===== src/rtl/adder_operand_sequencer.sv =====
// adder_operand_sequencer: feeds a wide add/subtract through an external
// WIDTH-bit adder one slice per cycle, rippling the carry through a
// register and assembling the full-width result for a valid/ready consumer.
module adder_operand_sequencer #(
  parameter int WIDTH  = 32,
  parameter int CHUNKS = 4
) (
  input  logic                      clk,
  input  logic                      rst,
  input  logic                      in_valid,
  output logic                      in_ready,
  input  logic [WIDTH*CHUNKS-1:0]   in_a,
  input  logic [WIDTH*CHUNKS-1:0]   in_b,
  input  logic                      in_sub,
  output logic [WIDTH-1:0]          add_a,
  output logic [WIDTH-1:0]          add_b,
  output logic                      add_c0,
  input  logic [WIDTH:0]            add_s,
  output logic                      out_valid,
  input  logic                      out_ready,
  output logic [WIDTH*CHUNKS-1:0]   out_sum,
  output logic                      out_cout,
  output logic                      out_ovf
);

  localparam int TOT = WIDTH * CHUNKS;
  // Counter must be able to represent CHUNKS so it never wraps mid-operation.
  localparam int CW  = $clog2(CHUNKS + 1);

  typedef enum logic [1:0] {
    IDLE = 2'd0,
    RUN  = 2'd1,
    DONE = 2'd2
  } state_t;

  state_t            state_q;
  logic [CW-1:0]     cnt_q;
  logic              carry_q;
  logic              sub_q;
  logic [TOT-1:0]    a_q;
  logic [TOT-1:0]    b_q;     // already inverted for subtract
  logic [TOT-1:0]    sum_q;
  logic              cout_q;
  logic              ovf_q;
  logic              in_ready_q;
  logic              out_valid_q;

  logic              last_slice;
  logic [WIDTH-1:0]  a_sl [CHUNKS];
  logic [WIDTH-1:0]  b_sl [CHUNKS];

  // Split the latched operands into per-slice views.
  for (genvar gi = 0; gi < CHUNKS; gi++) begin : g_slice
    assign a_sl[gi] = a_q[gi*WIDTH +: WIDTH];
    assign b_sl[gi] = b_q[gi*WIDTH +: WIDTH];
  end

  assign last_slice = (cnt_q == CW'(CHUNKS - 1));

  // Drive the current slice and carry-in to the adder; quiet outside RUN.
  always_comb begin
    add_a  = '0;
    add_b  = '0;
    add_c0 = 1'b0;
    if (state_q == RUN) begin
      for (int k = 0; k < CHUNKS; k++) begin
        if (cnt_q == CW'(k)) begin
          add_a = a_sl[k];
          add_b = b_sl[k];
        end
      end
      // Slice 0 takes the subtract "+1"; later slices take the ripple carry.
      add_c0 = (cnt_q == '0) ? sub_q : carry_q;
    end
  end

  // Sequencer FSM: accept operands, step through slices, hold result.
  always_ff @(posedge clk) begin
    if (rst) begin
      state_q     <= IDLE;
      cnt_q       <= '0;
      carry_q     <= 1'b0;
      sub_q       <= 1'b0;
      a_q         <= '0;
      b_q         <= '0;
      sum_q       <= '0;
      cout_q      <= 1'b0;
      ovf_q       <= 1'b0;
      in_ready_q  <= 1'b1;
      out_valid_q <= 1'b0;
    end else begin
      case (state_q)
        IDLE: begin
          if (in_valid) begin
            a_q        <= in_a;
            b_q        <= in_sub ? ~in_b : in_b;
            sub_q      <= in_sub;
            cnt_q      <= '0;
            carry_q    <= 1'b0;
            in_ready_q <= 1'b0;
            state_q    <= RUN;
          end
        end
        RUN: begin
          for (int k = 0; k < CHUNKS; k++) begin
            if (cnt_q == CW'(k)) begin
              sum_q[k*WIDTH +: WIDTH] <= add_s[WIDTH-1:0];
            end
          end
          carry_q <= add_s[WIDTH];
          cnt_q   <= cnt_q + CW'(1);
          if (last_slice) begin
            cout_q      <= add_s[WIDTH];
            // Signed overflow: operand signs agree but result sign differs.
            ovf_q       <= (a_q[TOT-1] == b_q[TOT-1]) &&
                           (add_s[WIDTH-1] != a_q[TOT-1]);
            out_valid_q <= 1'b1;
            state_q     <= DONE;
          end
        end
        DONE: begin
          // Return to IDLE only; a new operand is accepted a cycle later.
          if (out_ready) begin
            out_valid_q <= 1'b0;
            in_ready_q  <= 1'b1;
            state_q     <= IDLE;
          end
        end
        default: begin
          state_q     <= IDLE;
          in_ready_q  <= 1'b1;
          out_valid_q <= 1'b0;
        end
      endcase
    end
  end

  assign in_ready  = in_ready_q;
  assign out_valid = out_valid_q;
  assign out_sum   = sum_q;
  assign out_cout  = cout_q;
  assign out_ovf   = ovf_q;

endmodule


===== config.mk =====
export PLATFORM = sky130hd
export DESIGN_NAME = adder_operand_sequencer
export DESIGN_NICKNAME = d
export VERILOG_FILES = /design/src/rtl/adder_operand_sequencer.sv
export SDC_FILE = /design/constraint.sdc
export NUM_CORES = 1
export LEC_CHECK = 0
export ABC_AREA = 0
export ABC_CLOCK_PERIOD_IN_PS = 3000
export BUFFER_PORTS_ARGS = -buffer_cell sky130_fd_sc_hd__buf_2
export CAP_MARGIN = 20
export CORE_AREA = 5 5 189 191
export DETAILED_ROUTE_END_ITERATION = 7
export DIE_AREA = 0 0 194 196
export GPL_ROUTABILITY_DRIVEN = 1
export GPL_TIMING_DRIVEN = 0
export MAX_ROUTING_LAYER = met4
export PLACE_DENSITY = 0.83
export SLEW_MARGIN = 20
export SYNTH_ARGS = -nofsm -noshare
export SYNTH_HDL_FRONTEND = slang
export SYNTH_SLANG_ARGS = --single-unit

===== constraint.sdc =====
create_clock -name clk -period 3 [get_ports clk]
set_input_delay 0.45 -clock clk [delete_from_list [all_inputs] [get_ports clk]]
set_output_delay 0.45 -clock clk [all_outputs]
set_load 0.01 [all_outputs]

== Word-level counts from Yosys, hierarchy flattened ==
Index checks and enable logic that the tools add are counted.

* Reductions and logical operators: 13
* Mux-type cells: 26
* Div/mod/pow operators: 0
* Equality and inequality tests: 10
* Add/subtract/negate cells: 1
* Multipliers: 0
* Bitwise logic cells: 3
* Magnitude comparators: 0
* Shift-type cells: 0

{| class="wikitable"
|+ Operators by type and width
! cell !! count
|-
| $mux W32 || 10
|-
| $mux W128 || 1
|-
| $not A128 Y128 || 1
|-
| $reduce_and A2 Y1 || 6
|-
| $reduce_and A3 Y1 || 3
|-
| $eq A3 B2 Y1 const B || 2
|-
| $mux W1 || 6
|-
| $mux W2 || 3
|-
| $ne A2 B2 Y1 const B || 3
|-
| $pmux W1 S3 || 2
|-
| $pmux W2 S3 || 1
|-
| $pmux W3 S2 || 1
|-
| $add A3 B1 Y3 const B || 1
|-
| $eq A3 B1 Y1 const B || 1
|-
| $logic_not A3 Y1 || 1
|-
| $mux W3 || 1
|-
| $eq A2 B1 Y1 const B || 1
|-
| $eq A2 B2 Y1 const B || 1
|-
| $logic_not A2 Y1 || 1
|-
| $not A1 Y1 || 2
|-
| $pmux W1 S2 || 1
|-
| $reduce_bool A2 Y1 || 1
|-
| $eq A1 B1 Y1 || 1
|-
| $logic_and A1 B1 Y1 || 1
|-
| $ne A1 B1 Y1 || 1
|}

* Word-level logic and storage cells: 67
* Memories: 0
* Bits of input ports: 294
* ROM bits: 0
* Latch bits: 0
* Flip-flop bits (word level): 395
* Memory bits (writable): 0
* Output and inout port bits: 197

== Longest topological paths before layout ==
Gate-level depths: netlist of the first run.

* Depth in word-level cells: 6
* Mapped depth: 8
* Mapped depth without buffers: 5

== Least setup slack after synthesis of the first run ==
Ideal clock, no wire load.

* Kind: register -> output
* Start: reg cnt_q[2]
* End: out add_a[0]
* Data required time: 2.550 ns
* Slack: 0.903 ns
* Buffers on the path: 2
* Arrival: 1.647 ns
* Cell stages (with the launch flop): 8
* Cells stage by stage: dfxtp_1 -> buf_2 -> inv_1 -> ha_1 -> nor4b_4 -> clkbuf_2 -> o21ai_0 -> o21ai_1

* Longest elaborated chain between the ends: 6
* Elaborated cells on any way between the ends: 9
* Those cells by class: eq/ne: 3; mux: 5; reduce/logical: 1

{| class="wikitable"
|+ RTL lines
! element !! RTL line !! RTL
|-
| start, declared || 37 || <nowiki>logic [CW-1:0] cnt_q;</nowiki>
|-
| start signal, assigned || 111 || <nowiki>cnt_q <= cnt_q + CW'(1);</nowiki>
|-
| $logic_not A3 Y1 || 67 || <nowiki>if (cnt_q == CW'(k)) begin</nowiki>
|-
| $mux W32 (3 in series) || 67 ||
|-
| $mux W32 * || 67 ||
|-
| $mux W32 * || 65 || <nowiki>if (state_q == RUN) begin</nowiki>
|-
| end, declared || 15 || <nowiki>output logic [WIDTH-1:0] add_a,</nowiki>
|}

Every way passes the cells marked *; elsewhere a longest branch is shown, timed or not.

== Final worst setup path of the first run ==
* Start: reg cnt_q[0]
* End: out add_b[25]

* Longest elaborated chain between the ends: 6
* Elaborated cells on any way between the ends: 9
* Those cells by class: eq/ne: 3; mux: 5; reduce/logical: 1

{| class="wikitable"
|+ RTL lines
! element !! RTL line !! RTL
|-
| $logic_not A3 Y1 || 67 ||
|-
| $mux W32 (3 in series) || 67 ||
|-
| $mux W32 * || 67 ||
|-
| $mux W32 * || 65 ||
|-
| end, declared || 16 || <nowiki>output logic [WIDTH-1:0] add_b,</nowiki>
|}

Marks and branches as above.

==> results.toml, run 1 <==
[detailed_routing]
final_antenna_net_count = 0
dr_wl_met3_um = 6010
wl_met1_um = 24900
firstDrtPassIters = 8
routed_wl_um = 65500
viasPerCell = 5.61
highest_layer = "met4"
vias = 17300
wl_met2_um = 31700
wl_per_cell_um = 21.3
drc = 0
drt_iter0_markers = 1347

[worst_hold_path]
hold_class = "in2reg"
hp-start = "in_a[49]"
min_to = "a_q[49]$_SDFFE_PP0P_"
whs_path_depth = 3

[synthesis]
seq_area_frac_synth = 0.478
synthCells = 2051
synth-edff-count = 0
avgSynthCellArea_um2 = 8.06
synth-main-ff-cell = "dfxtp_1"
netlist-cell-type-count = 33
ys_warn_count = 0
synth_area_mm2 = 0.0165
synthArstFlopShare = 0
ys_ff_latch = 395
synth_nets = 2350

[worst_setup_path]
r2r_cells = 7
crit_fanout = 10
worstSetupPathType = "reg2out"
r2r_slack_ns = 0.95
crit_chain = "inv_1 > ha_1 > nor2b_1 > buf_4 > clkbuf_2 > a221oi_1 > o21ai_1 > buf_2"
cp.arrival_ns = 2.50
r2r-start = "cnt_q[0]$_SDFFE_PP0P_"
slowest_stage = "a221oi_1"
cp-start-kind = "flop"
max_stage_delay_ns = 0.42
critPathRequiredTime_ns = 2.55
endpoint_kind = "output port"
rr_endpoint = "out_sum[81]$_SDFFE_PP0P_"

[global_route]
grt-ovfl-total = 0
grt_start_max_net_pins = 15
grt_pass1_wl_um = 97000
track_usage = 0.333
grt_antenna_before_repair = 7
first_global_vias = 16800

[power_and_ir_drop]
leakagePower_nw = 8.73
p_per_area_mw_per_mm2 = 602
power_mw = 12.8
vdd_drop_max_v = 0.000376

[floorplanning]
initial_core_util = 0.487
die_h_um = 196
core-area_mm2 = 0.0339
die_x_um = 194
design.die.area_mm2 = 0.0380
io_pins = 491
row_count = 68

[sta]
finClkSkew_ns = 0.0114
fin_hold_ws_ns = 0.156
setup_viol = 0
worstMarginPinSlew_ns = 0.814
layout_worst_path_cycle_share = 0.985
relSlewSlack = 0.457
max_freq_mhz = 339
min_period_ns = 2.95
hold_violations = 0
drv_slew = 0
rsz0062_at_grt = "yes"

[clock_tree]
cts-root-buf = "clkbuf_16"
cts_htree_levels = 2
clock-sinks = 395
cts_inserted_buffers = 41
clk_pin_slew_worst_paths_ns = 0.06
cts_hold_buf = 0
clk_latency_ns = 0.53
clk_path_buf_depth = 3
cts_tree = "yes"

[cells_and_area]
fin_nets = 2885
drive_above_1_share = 0.272
area_growth_syn_to_layout_pct = 28.8
seq_area_mm2 = 0.00791
fin_area_mm2 = 0.0213
final_cell_mix = "580 x nand2_1, 549 x buf_2, 393 x dfxtp_1"
fill_cells = 2861
multi_input_area_mm2 = 0.00779
final_common_cell = "nand2_1"
stdcell_count = 3081

[placed_design]
place_area_mm2 = 0.0195
dp_cells = 2994
io_buffers = 488
place_congestion = 0.981
hpwlAfterDp_um = 50900

[run]
drv_cap = 0

[run_status]
status = "finished clean"
==> final cells by class <==
type	count	share of cell area
clock buffers	67	0.0618
clock inverters	7	0.00441
repair buffers	495	0.117
plain buffers	189	0.0507
well taps	455	0.0267
inverters	4	0.000705
flip-flops and latches	395	0.372
multi-input cells	1460	0.366
diodes	9	0.00106
==> worst max-delay path: cells and delay by family, from the launching register on <==
kind                       cells  cell delay, ns
DFF                            1            0.36
AOI/OAI and AO/OA              2            0.55
adders and majority gates      1            0.24
buffers and inverters          4            0.67
and+or+nand+nor                1            0.14
==> Yosys cell counts (all sizes together), types with 3 or more instances <==
cell type	number	area (µm²)
nand2	580	2180
dfxtp	395	7910
a21oi	260	1300
nor2	137	514
o21ai	129	646
a211oi	128	961
xnor2	128	1120
clkbuf	98	375
buf	94	631
a221oi	64	561
ha	5	62.6
inv	4	15.0
nand2b	4	25.0
mux2i	3	30.0
nand4bb	3	33.8
==> worst max path at each step <==
stage          cells after the start        end  slack, ns             startpoint
2_1_floorplan                      7   add_a[0]       0.90  cnt_q[2]$_SDFFE_PP0P_
5_1_grt                            8  add_b[20]      -0.04  cnt_q[0]$_SDFFE_PP0P_
6_report                           8  add_b[25]       0.05  cnt_q[0]$_SDFFE_PP0P_
3_5_place_dp                       7   add_a[5]      -0.16  cnt_q[2]$_SDFFE_PP0P_
4_1_cts                            8  add_a[24]      0.009  cnt_q[1]$_SDFFE_PP0P_
3_3_place_gp                       7   add_a[5]      -0.13  cnt_q[2]$_SDFFE_PP0P_
==> power breakdown <==
| group | internal (mW) | leakage, nW | total, mW | switching (mW) |
|---|---|---|---|---|
| Sequential | 5.54 | 3.24 | 5.71 | 0.177 |
| Combinational | 0.715 | 4.80 | 1.82 | 1.11 |
| Clock | 3.17 | 0.689 | 5.29 | 2.12 |
| Total | 9.42 | 8.73 | 12.8 | 3.40 |
==> timing repair <==
| action | 4_1_cts | 5_1_grt |
|---|---|---|
| endpoints found under the setup margin | 64 | 64 |
| pin swaps | 6 | 6 |
| buffers inserted | 6 | 1 |
| gates resized for setup | 48 | 43 |
| endpoints found under the hold margin | 0 | 0 |
==> per-layer routing <==
| metal | global-route usage | vias to the layer above |
|---|---|---|
| li1 | - | 8026 |
| met1 | 0.394 | 8076 |
| met2 | 0.567 | 1010 |
| met3 | 0.0620 | 178 |
| met4 | 0.127 | 0 |
| met5 | - | - |
==> registers in the layout, indices dropped and copies added, names as in the netlist <==
name,count
state_q,2
b_q,128
out_valid,1
out_ovf,1
out_cout,1
in_ready,1
cnt_q,3
a_q,128
sub_q,1
carry_q,1
out_sum,128
==> stage by stage <==
| step | setup slack, ns | setup TNS, ns | utilization |
|---|---|---|---|
| 2_1_floorplan | 0.903 | 0 | - |
| 3_3_place_gp | -0.126 | -0.156 | 0.576 |
| 3_5_place_dp | -0.165 | -0.279 | 0.576 |
| 4_1_cts | 0.00881 | 0 | 0.623 |
| 5_1_grt | -0.0426 | -0.152 | 0.627 |
| 6_report | 0.0461 | 0 | 0.627 |
==> logic make-up (layout without fill, tap and decap cells) <==
| kind of cell | after synthesis | count (layout) | synth area share |
|---|---|---|---|
| mux | 3 | 3 | 0.00182 |
| fa+ha+maj | 5 | 5 | 0.00378 |
| simple gates | 737 | 737 | 0.174 |
| buf+inv | 196 | 762 | 0.0618 |
| other cells | 0 | 9 | 0 |
| xor+xnor | 128 | 128 | 0.0678 |
| flops | 395 | 395 | 0.478 |
| compound gates | 587 | 587 | 0.213 |
Note: power is estimated with default switching activity, not from simulation.
==> inputs of run 2 (changes only) <==
--- a/config.mk
+++ b/config.mk
@@ -6,7 +6,6 @@
 export NUM_CORES = 1
 export LEC_CHECK = 0
 export ABC_AREA = 0
-export ABC_CLOCK_PERIOD_IN_PS = 3000
 export BUFFER_PORTS_ARGS = -buffer_cell sky130_fd_sc_hd__buf_2
 export CAP_MARGIN = 20
 export CORE_AREA = 5 5 189 191
@@ -14,7 +13,6 @@
 export DIE_AREA = 0 0 194 196
 export GPL_ROUTABILITY_DRIVEN = 1
 export GPL_TIMING_DRIVEN = 0
-export MAX_ROUTING_LAYER = met4
 export PLACE_DENSITY = 0.83
 export SLEW_MARGIN = 20
 export SYNTH_ARGS = -nofsm -noshare
==> run 2 against run 1 <==
Sequential power about the same; clock power decreased by 2%; sequential share of layout area about the same; worst hold slack got worse by 0.0020 ns; first-iteration DRC count increased by 4.0%; die area unchanged; clock skew about the same; sequential cell count unchanged; clock-buffer cell count decreased by 11; cell area about the same; highest routed layer is now met5.
==> results.toml, run 2 (synthesis results as in run 1) <==
[sta]
drv_slew = 0
min_period_ns = 2.94
max_freq_mhz = 341
layout_worst_path_cycle_share = 0.979
rsz0062_at_grt = "yes"
fin_setup_tns_ns = 0
hold_violations = 0
relSlewSlack = 0.449
finClkSkew_ns = 0.0113
worstMarginPinSlew_ns = 0.827
setup_viol = 0

[worst_setup_path]
worstSetupPathType = "reg2out"
slowest_stage = "dfxtp_1"
endpoint_kind = "output port"
cp.arrival_ns = 2.49
crit_chain = "ha_2 > ha_4 > and3b_1 > buf_4 > buf_6 > nand2_1 > o21ai_0 > buf_2"
crit_fanout = 10
max_stage_delay_ns = 0.38
cp-start-kind = "flop"
path_buf_inv = 3
critPathRequiredTime_ns = 2.55
crit_family = "buffers and inverters"

[detailed_routing]
viasPerCell = 5.67
final_antenna_net_count = 0
wl_met2_um = 31300
dr_wl_met3_um = 6910
wl_met1_um = 23800
vias = 17400
highest_layer = "met5"
firstDrtPassIters = 6
routed_wl_um = 65800
drt_iter0_markers = 1401
wl_per_cell_um = 21.4
drc = 0

[clock_tree]
clk_latency_ns = 0.53
clock-sinks = 395
cts-root-buf = "clkbuf_16"
cts_inserted_buffers = 41
cts_hold_buf = 0
cts_tree = "yes"
cts_htree_levels = 2
clk_pin_slew_worst_paths_ns = 0.06
clk_path_buf_depth = 3

[global_route]
grt_start_max_net_pins = 15
grt_antenna_before_repair = 9
grt_pass1_wl_um = 96000
track_usage = 0.321
first_global_vias = 16700
grt-ovfl-total = 0

[cells_and_area]
drive_above_1_share = 0.276
area_growth_syn_to_layout_pct = 28.8
fill_cells = 2914
final_cell_mix = "580 x nand2_1, 552 x buf_2, 393 x dfxtp_1"
fin_nets = 2882
fin_area_mm2 = 0.0213
final_common_cell = "nand2_1"

[power_and_ir_drop]
leakagePower_nw = 8.73
vdd_drop_max_v = 0.000402
p_per_area_mw_per_mm2 = 598

[floorplanning]
io_pins = 491
design.die.area_mm2 = 0.0380
core-area_mm2 = 0.0339
die_h_um = 196
row_count = 68
initial_core_util = 0.487
die_x_um = 194

[worst_hold_path]
hold_class = "in2reg"

[placed_design]
hpwlAfterDp_um = 50900
place_congestion = 0.976
io_buffers = 488
place_area_mm2 = 0.0195

[run_status]
status = "finished clean"

[run]
drv_cap = 0
[run 2: cell types whose count changed in the layout (fill, tap and decap cells not counted), moves of 3 or more]
cell,previous run,this run
clkinv_2,2,7
buf_4,18,14
a221oi_1,45,34
a221oi_2,16,26
diode_2,9,5
buf_2,549,552
clkbuf_8,16,8
[run 2: per-layer routing]
layer	up-vias	global-route usage
li1	7997	-
met1	8097	0.382
met2	1085	0.551
met3	229	0.0733
met4	8	0.153
met5	-	0
[run 2: worst min-delay path, delay by kind of cell]
family,cells,cell delay [ns]
AOI/OAI and AO/OA,1,0.05
buffers and inverters,1,0.10
and+or+nand+nor,1,0.04
[run 2: area by class of cell]
cell class | instances | area, µm² | share of cell area
Antenna cell | 5 | 12.5 | 0.000587
Inverter | 4 | 15.0 | 0.000705
Clock inverter | 17 | 205 | 0.00963
Buffer | 190 | 1080 | 0.0506
Multi-Input combinational cell | 1460 | 7870 | 0.370
Timing Repair Buffer | 491 | 2480 | 0.117
Sequential cell | 395 | 7910 | 0.371
Tap cell | 455 | 569 | 0.0267
Clock buffer | 56 | 1150 | 0.0541
[run 2: stage by stage]
| stage | utilization | hold WS, ns | instances | power (mW) | setup WS [ns] |
|---|---|---|---|---|---|
| 6_report | 0.627 | 0.154 | 3073 | 12.7 | 0.0633 |
| 5_1_grt | 0.627 | 0.156 | 3071 | 13.1 | -0.0256 |
| 3_5_place_dp | 0.576 | 0.444 | 2994 | 7.55 | -0.128 |
| 3_3_place_gp | 0.576 | 0.438 | 2994 | 7.49 | -0.110 |
| 4_1_cts | 0.620 | 0.143 | 3068 | 12.7 | 0.00120 |
| 2_1_floorplan | - | 0.433 | 2051 | 6.77 | 0.903 |
[run 2: what timing repair did]
item | 4_1_cts | 5_1_grt
endpoints found under the setup margin | 64 | 60
pin swaps | 3 | 4
setup buffers | 2 | 1
gates resized for setup | 45 | 66
[run 2: path summary, 6_finish.rpt]
path	slack, ns	start	end	cells past startpoint
max	0.06	cnt_q[1]$_SDFFE_PP0P_	add_a[31]	8
min	0.15	in_a[82]	a_q[82]$_SDFFE_PP0P_	3
max reg2reg	0.99	cnt_q[0]$_SDFFE_PP0P_	out_sum[75]$_SDFFE_PP0P_	7
min reg2reg	0.45	out_sum[45]$_SDFFE_PP0P_	out_sum[45]$_SDFFE_PP0P_	2
[run 2: where the power goes]
group	switching (mW)	internal [mW]	leakage [nW]
logic	1.11	0.723	4.82
registers	0.186	5.54	3.24
clock network	2.13	3.04	0.667
==> inputs of run 3 (changes only) <==
==> constraint.sdc (replaced) <==
create_clock -name clk -period 3 [get_ports clk]
set_input_delay 0.15 -clock clk [delete_from_list [all_inputs] [get_ports clk]]
set_output_delay 0.15 -clock clk [all_outputs]
set_load 0.01 [all_outputs]
==> run 3 against run 2 <==
The run now ends with setup timing left; die area unchanged; worst hold slack worse by 0.057 ns; power up 3.2%; register-to-register slack worse by 0.04 ns; cell area up 12%; critical path depth unchanged; worst setup slack worse by 0.20 ns; first-iteration DRC count up 59%; sequential power about the same; wire length up 19%; sequential share of layout area down 4.1 points; critical path type unchanged; critical endpoint is now add_a[11]; largest power group unchanged; highest routed layer unchanged.
==> results.toml, run 3 (synthesis results as in run 1) <==
[global_route]
grt_start_max_net_pins = 15
track_usage = 0.385
grt_pass1_wl_um = 115000
grt-ovfl-total = 0
first_global_vias = 19900
grt_antenna_before_repair = 10

[worst_setup_path]
r2r-start = "cnt_q[2]$_SDFFE_PP0P_"
path_buf_inv = 4
worstSetupPathType = "reg2out"
cp.arrival_ns = 2.99
max_stage_delay_ns = 0.62
cp-start-kind = "flop"
critPathRequiredTime_ns = 2.85
crit_fanout = 10
endpoint_kind = "output port"
r2r_cells = 7
cp.depth = 8
rr_endpoint = "out_sum[121]$_SDFFE_PP0P_"
crit_path_end = "add_a[11]"
crit_family = "buffers and inverters"
r2r_slack_ns = 0.95
crit_chain = "inv_1 > ha_1 > nor2b_1 > buf_2 > clkbuf_2 > a221oi_2 > o21ai_1 > buf_2"
cp_common_cell = "buf_2"
slowest_stage = "a221oi_2"
crit_start = "cnt_q[0]$_SDFFE_PP0P_"

[floorplanning]
initial_core_util = 0.487
row_count = 68
die_h_um = 196
io_pins = 491
core-area_mm2 = 0.0339
design.die.area_mm2 = 0.0380
die_x_um = 194

[clock_tree]
clock-sinks = 395
cts-root-buf = "clkbuf_16"
cts_tree = "yes"
clk_pin_slew_worst_paths_ns = 0.06
cts_htree_levels = 2
clk_path_buf_depth = 3
clk_latency_ns = 0.54
cts_inserted_buffers = 41

[detailed_routing]
drt_iter0_markers = 2229
drc = 0
firstDrtPassIters = 7
wl_met1_um = 25800
routed_wl_um = 78400
wl_per_cell_um = 23.3
dr_wl_met3_um = 9850
viasPerCell = 5.96
wl_met2_um = 36200
vias = 20100
final_antenna_net_count = 0
highest_layer = "met5"

[cells_and_area]
fin_area_mm2 = 0.0239
final_cell_mix = "580 x nand2_1, 549 x buf_2, 395 x dfxtp_1"
fill_cells = 2423
drive_above_1_share = 0.233
area_growth_syn_to_layout_pct = 44.6
seq_area_mm2 = 0.00791
multi_input_area_mm2 = 0.00764
final_common_cell = "nand2_1"
fin_nets = 3172

[sta]
worstMarginPinSlew_ns = 0.848
drv_slew = 0
relSlewSlack = 0.434
max_freq_mhz = 319
layout_worst_path_cycle_share = 1.05
min_period_ns = 3.14
fin_setup_tns_ns = -0.138
setup_viol = 1
final.setup.worst_slack_ns = -0.138
finClkSkew_ns = 0.0167
hold_violations = 0

[placed_design]
place_area_mm2 = 0.0195
io_buffers = 488
place_ws_ns = 0.172
place_congestion = 0.976
hpwlAfterDp_um = 50900

[worst_hold_path]
whs_path_depth = 3
hold_class = "in2reg"

[run]
drv_cap = 0

[power_and_ir_drop]
p_per_area_mw_per_mm2 = 550
vdd_drop_max_v = 0.000401
power_mw = 13.1
leakagePower_nw = 9.80

[run_status]
violations = "setup timing"
status = "finished with violations"
==> run 3: layer usage <==
| metal | vias up | global-route usage |
|---|---|---|
| li1 | 8599 | - |
| met1 | 9132 | 0.427 |
| met2 | 1795 | 0.645 |
| met3 | 550 | 0.112 |
| met4 | 2 | 0.256 |
| met5 | - | 0 |
==> run 3: repair_timing <==
action	CTS	global route
cloned	0	0
buffers inserted	2	0
pin swaps	1	2
resized for setup	4	24
hold buffers	290	0
hold endpoints to repair	387	0
endpoints found under the setup margin	62	35
==> run 3: area by class of cell <==
cell class              instances  share of cell area
flip-flops and latches        395               0.331
plain buffers                 191              0.0427
multi-input cells            1460               0.319
well taps                     455              0.0238
repair buffers                780               0.225
clock inverters                17             0.00858
diodes                         12             0.00126
inverters                       4            0.000628
clock buffers                  56              0.0482
==> run 3: worst min path at each step <==
stage / start / to / slack (ns)
after floorplan: in_a[64] / a_q[64]$_SDFFE_PP0P_ / 0.29
after global placement: in_a[113] / a_q[113]$_SDFFE_PP0P_ / 0.40
after detailed placement: in_a[114] / a_q[114]$_SDFFE_PP0P_ / 0.40
after CTS: in_b[12] / b_q[12]$_SDFFE_PP0P_ / 0.02
after global routing: in_b[12] / b_q[12]$_SDFFE_PP0P_ / 0.07
final: in_b[12] / b_q[12]$_SDFFE_PP0P_ / 0.1
==> run 3: worst reg2reg max path: stages, from the launching register on <==
cell and delay (ns):
dfxtp_1 0.32, clkbuf_4 0.19, inv_1 0.06, ha_1 0.26, nand3b_1 0.40, clkbuf_1 0.43
nand2_1 0.13, a21oi_1 0.20
==> run 3: where the power goes <==
| group | switching (mW) | internal, mW | total (mW) |
|---|---|---|---|
| sequential | 0.189 | 5.54 | 5.73 |
| combinational | 1.26 | 0.936 | 2.20 |
| clock | 2.18 | 3.05 | 5.22 |
| total | 3.63 | 9.52 | 13.1 |
==> run 3: per-stage QoR <==
step / hold WS [ns] / instances / util
2_1_floorplan: 0.286 / 2051 / -
3_3_place_gp: 0.396 / 2994 / 0.576
3_5_place_dp: 0.401 / 2994 / 0.576
4_1_cts: 0.0201 / 3358 / 0.702
5_1_grt: 0.0657 / 3365 / 0.704
6_report: 0.0965 / 3370 / 0.704
